### src/rtl/mod_alu_pkg.sv
// Shared ALU definitions: logic-op codes and op-code width.
// Used by the logic pipe and by other ALU blocks that decode the same op field.
package mod_alu_pkg;

    localparam int unsigned OP_W = 3;

    localparam logic [OP_W-1:0] OP_AND  = 3'b000;
    localparam logic [OP_W-1:0] OP_OR   = 3'b001;
    localparam logic [OP_W-1:0] OP_XOR  = 3'b010;
    localparam logic [OP_W-1:0] OP_NAND = 3'b011;
    localparam logic [OP_W-1:0] OP_NOR  = 3'b100;
    localparam logic [OP_W-1:0] OP_XNOR = 3'b101;
    localparam logic [OP_W-1:0] OP_NOT  = 3'b110;
    localparam logic [OP_W-1:0] OP_PASS = 3'b111;

endpackage

### src/rtl/mod_logic_core_nb.sv
// Combinational bitwise logic core.
// Ports:
//   a, b      operands (WIDTH bits); b is ignored for NOT and PASS
//   op        op code (mod_alu_pkg OP_*)
//   y         result
//   zero      y == 0
//   parity    odd number of ones in y
//   all_ones  every bit of y set
module mod_logic_core_nb
    import mod_alu_pkg::*;
#(
    parameter int unsigned WIDTH = 6
) (
    input  logic [WIDTH-1:0] a,
    input  logic [WIDTH-1:0] b,
    input  logic [OP_W-1:0]  op,
    output logic [WIDTH-1:0] y,
    output logic             zero,
    output logic             parity,
    output logic             all_ones
);

    always_comb begin
        y = '0;
        unique case (op)
            OP_AND:  y = a & b;
            OP_OR:   y = a | b;
            OP_XOR:  y = a ^ b;
            OP_NAND: y = ~(a & b);
            OP_NOR:  y = ~(a | b);
            OP_XNOR: y = ~(a ^ b);
            OP_NOT:  y = ~a;
            OP_PASS: y = a;
        endcase
    end

    assign zero     = ~|y;
    assign parity   = ^y;
    assign all_ones = &y;

endmodule

### src/rtl/mod_logic_pipe_2xnb.sv
// Pipelined bitwise logic unit with valid/ready handshake on both sides.
// Ports:
//   CLK, RST                 clock, synchronous active-high reset
//   A, B, OP, IN_VALID       input operation; IN_READY accepts it
//   Y, ZERO, PARITY,
//   ALL_ONES, OUT_VALID      registered result and flags from the last stage
//   OUT_READY                downstream accepts the result
//   CNT                      wrapping count of handed-off results
module mod_logic_pipe_2xnb
    import mod_alu_pkg::*;
#(
    parameter int unsigned WIDTH      = 6,
    parameter int unsigned PIPE_DEPTH = 2,
    parameter int unsigned CNT_W      = 16
) (
    input  logic             CLK,
    input  logic             RST,
    input  logic [WIDTH-1:0] A,
    input  logic [WIDTH-1:0] B,
    input  logic [OP_W-1:0]  OP,
    input  logic             IN_VALID,
    output logic             IN_READY,
    output logic [WIDTH-1:0] Y,
    output logic             ZERO,
    output logic             PARITY,
    output logic             ALL_ONES,
    output logic             OUT_VALID,
    input  logic             OUT_READY,
    output logic [CNT_W-1:0] CNT
);

    // Stage payload: {y, zero, parity, all_ones}
    localparam int unsigned SW = WIDTH + 3;

    logic [WIDTH-1:0] core_y;
    logic             core_zero;
    logic             core_parity;
    logic             core_all_ones;
    logic [SW-1:0]    stage_in;

    logic             vld_q  [PIPE_DEPTH];
    logic [SW-1:0]    data_q [PIPE_DEPTH];
    logic [PIPE_DEPTH-1:0] free;
    logic             accept;
    logic [CNT_W-1:0] cnt_q;

    mod_logic_core_nb #(
        .WIDTH (WIDTH)
    ) u_core (
        .a        (A),
        .b        (B),
        .op       (OP),
        .y        (core_y),
        .zero     (core_zero),
        .parity   (core_parity),
        .all_ones (core_all_ones)
    );

    assign stage_in = {core_y, core_zero, core_parity, core_all_ones};

    // A stage may load when it or any later stage is empty (bubbles collapse),
    // or when the whole tail is full but the output is being taken.
    logic full_tail;
    always_comb begin
        free      = '0;
        full_tail = 1'b1;
        for (int k = 0; k < PIPE_DEPTH; k++) begin
            full_tail = 1'b1;
            for (int j = k; j < PIPE_DEPTH; j++) begin
                full_tail = full_tail & vld_q[j];
            end
            free[k] = ~full_tail | OUT_READY;
        end
    end

    assign IN_READY = ~RST & free[0];
    assign accept   = IN_VALID & IN_READY;

    for (genvar k = 0; k < PIPE_DEPTH; k++) begin : g_stage
        logic          src_vld;
        logic [SW-1:0] src_data;

        if (k == 0) begin : g_first
            assign src_vld  = accept;
            assign src_data = stage_in;
        end else begin : g_rest
            assign src_vld  = vld_q[k-1];
            assign src_data = data_q[k-1];
        end

        // Bubbles load zero payload so flags read 0 whenever the stage is empty.
        always_ff @(posedge CLK) begin
            if (RST) begin
                vld_q[k]  <= 1'b0;
                data_q[k] <= '0;
            end else if (free[k]) begin
                vld_q[k]  <= src_vld;
                data_q[k] <= src_vld ? src_data : '0;
            end
        end
    end

    assign OUT_VALID                  = vld_q[PIPE_DEPTH-1];
    assign {Y, ZERO, PARITY, ALL_ONES} = data_q[PIPE_DEPTH-1];

    always_ff @(posedge CLK) begin
        if (RST) begin
            cnt_q <= '0;
        end else if (OUT_VALID & OUT_READY) begin
            cnt_q <= cnt_q + CNT_W'(1);
        end
    end

    assign CNT = cnt_q;

endmodule
### config.mk
export PLATFORM = sky130hd
export DESIGN_NAME = mod_logic_pipe_2xnb
export DESIGN_NICKNAME = d
export VERILOG_FILES = /design/src/rtl/mod_alu_pkg.sv /design/src/rtl/mod_logic_core_nb.sv /design/src/rtl/mod_logic_pipe_2xnb.sv
export SDC_FILE = /design/constraint.sdc
export NUM_CORES = 1
export LEC_CHECK = 0
export CAP_MARGIN = 10
export CORE_UTILIZATION = 55
export DETAILED_ROUTE_END_ITERATION = 6
export GPL_ROUTABILITY_DRIVEN = 0
export PLACE_DENSITY = 0.85
export SYNTH_ARGS = -nofsm -noshare
export SYNTH_HDL_FRONTEND = slang
export SYNTH_SLANG_ARGS = --single-unit
### constraint.sdc
create_clock -name CLK -period 7.2 [get_ports CLK]
set_input_delay 1.44 -clock CLK [delete_from_list [all_inputs] [get_ports CLK]]
set_output_delay 1.44 -clock CLK [all_outputs]
set_load 0.02 [all_outputs]
==> flow_metrics.py <==
metrics = {
    "grt": {
        "global_route_wire_length_before_repair_um": 6506,
        "grt_use_total_pct": 19.43,
        "first_global_vias": 1480,
        "grt_max_degree": 31,
        "globalRoute.totalOverflow": 0,
        "antenna_found_initial": 0,
    },
    "logic_synthesis": {
        "async_flop_share_pct": 0,
        "post_synth_num_cell_types": 43,
        "dominantRegCellSynth": "edfxtp_1",
        "synthesis.nets": 260,
        "synth.ff_latch_count": 36,
        "ys_seq_area_share_pct": 41.12,
        "synth_top_area_cell": "edfxtp_1",
        "post_synth_main_area_contributors": "edfxtp_1 27%, dfxtp_1 14%, ha_1 11%, mux4_2 4.0%, inv_1 3.5%",
        "netlist_top_cells_count": "21 x inv_1, 21 x nor2_1, 20 x edfxtp_1, 19 x ha_1, 16 x dfxtp_1",
        "synthCells": 222,
        "synth.cell_area_mm2": 0.002240,
        "synth-warning-count": 0,
        "avgSynthCellArea_um2": 10.09,
        "synth_top_area_share_pct": 26.82,
        "synth-edff-count": 20,
    },
    "min_path": {
        "hold_path_class": "reg -> reg",
        "hold_depth": 2,
    },
    "cts": {
        "postCtsHoldBufs": 0,
        "path_clk_slew_ns": 0.07,
        "htreeDepth": 2,
        "numClockSinks": 36,
        "clk-insertion-delay-late_ns": 0.28,
        "clock-root-buffer": "clkbuf_8",
        "cts_buffers": 5,
        "post_cts.repair.setup_buffers": 0,
        "cts_tree": "done",
        "cts_resized": 0,
        "clock_path_buffers": 2,
    },
    "pwr": {
        "p_leak_nw": 1.137,
        "ir_drop_mv": 0.08657,
        "power-per-cell-area_mw_per_mm2": 169.1,
    },
    "sta": {
        "report.final.hold_viol_count": 0,
        "rsz0062_at_grt": "false",
        "fin_tns_setup_ns": 0,
        "slew_headroom_pct": 29.00,
        "max_freq_mhz": 216.9,
        "min_period_over_period_pct": 64.04,
        "finalMaxSlewViolations": 0,
        "finalSetupViolations": 0,
        "post-route-worst-setup-slack_ns": 2.589,
        "clock-skew-final_ns": 0.008050,
        "finalCriticalPeriod_ns": 4.611,
        "worst-slew-pin-transition_ns": 1.062,
    },
    "floorplan": {
        "design.core.area_mm2": 0.003771,
        "dieWidth_um": 65.81,
        "die-area_mm2": 0.004331,
        "boundaryPins": 46,
        "floorplan.rows": 22,
        "floorplan.die.height_um": 65.81,
        "start_util_pct": 59.39,
    },
    "worst_setup_path": {
        "cpLargestDelayFamily": "buffers and inverters",
        "critical_path_max_stage_delay_ns": 0.77,
        "crit_slowest_cell": "clkdlybuf4s50_1",
        "ff2ff_path_depth": 4,
        "cp.required_ns": 5.76,
        "cp-end-kind": "output port",
        "critical-path-top-cell-by-count": "clkdlybuf4s50_1",
        "worst-endpoint-arrival_ns": 3.17,
        "setup.worst_path.start_class": "primary input",
        "path_cells": "clkdlybuf4s50_1, a21oi_1, clkdlybuf4s50_1",
        "setup.worst_path.class": "in -> out",
        "worst-path-buf-inv": 2,
        "worstSetupPathDepth": 3,
        "path_max_fanout": 20,
    },
    "drt": {
        "routed_wl_um": 3901,
        "viasPerCell": 5.528,
        "detail-route-antenna-nets": 0,
        "drcViolationCount": 0,
        "initialDrtViolationCount": 104,
        "vias": 1747,
        "drtPass1Iterations": 4,
        "avgRoutedWirePerCell_um": 12.34,
    },
    "run": {
        "maxCapViolCount": 0,
    },
    "cells_and_area": {
        "postLayoutCoreUtil_pct": 75.18,
        "n_antenna_cell": 0,
        "layout-area-overhead-vs-synth_pct": 26.59,
        "final_nets": 305,
        "post_route_cells_drive_above_1_share_pct": 9.328,
    },
    "placement": {
        "port-buffer-count": 45,
        "preCtsSetupSlack_ns": 2.589,
        "detailed_place_hpwl_um": 3035,
    },
    "status": {
        "run_status": "finished clean",
    },
}
per-stage QoR:
step	power (mW)	cell area [um2]	hold WS, ns	std cells
global route	0.5020	2835	0.5286	316
floorplan	0.2842	2240	0.4967	222
detailed placement	0.3099	2714	0.4750	308
finish	0.4793	2835	0.4820	316
global placement	0.3067	2714	0.4704	308
CTS	0.4827	2835	0.4850	316
final cells by class:
| class | instances | area (um2) |
|---|---|---|
| Timing Repair Buffer | 45 | 450.4 |
| Multi-Input combinational cell | 158 | 1204 |
| Inverter | 21 | 78.83 |
| Tap cell | 48 | 60.06 |
| Clock buffer | 8 | 121.4 |
| Sequential cell | 36 | 920.9 |
| Fill cell | 291 | 935.9 |
routing by layer:
metal / vias to the layer above / GRT usage [%] / wire length (um)
met1: 812 / 25.47 / 1826
met2: 51 / 31.89 / 1846
met5: - / 0 / 0
met4: 0 / 6.250 / 41
li1: 880 / - / -
met3: 4 / 3.966 / 186
final timing paths:
check	slack, ns	to	from
max	2.59	IN_READY	RST
min	0.48	CNT[15]$_SDFFE_PP0P_	CNT[15]$_SDFFE_PP0P_
max reg2reg	5.48	CNT[15]$_SDFFE_PP0P_	CNT[3]$_SDFFE_PP0P_
min reg2reg	0.48	CNT[15]$_SDFFE_PP0P_	CNT[15]$_SDFFE_PP0P_
kinds of logic (layout without fill, tap and decap cells):
kind of cell,count (synthesis),in the layout,share of synthesized area (%)
buf+inv,28,74,5.140
flops,36,36,41.12
fa+ha+maj,19,19,10.61
xor+xnor,13,13,5.084
mux,16,16,9.721
compound gates,26,26,7.709
simple gates,84,84,20.61
cells in the final DEF (no fill, tap or decap), types with 2 or more instances in the layout:
master           synthesis  final
clkdlybuf4s50_1          0     45
inv_1                   21     21
nor2_1                  21     21
edfxtp_1                20     20
ha_1                    19     19
dfxtp_1                 16     16
nand2_1                 12     12
and2_1                  10     10
a21oi_1                  7      7
xnor2_1                  7      7
clkbuf_8                 0      7
mux2i_1                  6      6
mux2_2                   6      6
nand3_1                  6      6
xor2_1                   6      6
o21ai_0                  5      5
nand2b_1                 5      5
nand4_1                  5      5
mux4_2                   4      4
nor2b_1                  4      4
nor3_1                   4      4
a211oi_1                 3      3
nor4_1                   3      3
o21a_1                   2      2
o32ai_1                  2      2
nor3b_1                  2      2
and4_1                   2      2
o31ai_1                  2      2
or4_1                    2      2
state kept, by name (all words and copies together), names as in the netlist:
name	cells
data_q	18
CNT	16
vld_q	2
where the power goes:
| part | switching (mW) | internal (mW) | total (mW) |
|---|---|---|---|
| clock | 0.0663 | 0.108 | 0.174 |
| sequential | 0.00247 | 0.223 | 0.225 |
| combinational | 0.0385 | 0.0410 | 0.0795 |
worst register-to-register path, stage by stage (launching register included):
cell	delay, ns
dfxtp_1	0.48
and4_1	0.28
nand4_1	0.21
or4_1	0.52
a21oi_1	0.15
Power figures use the tool's default switching activity.
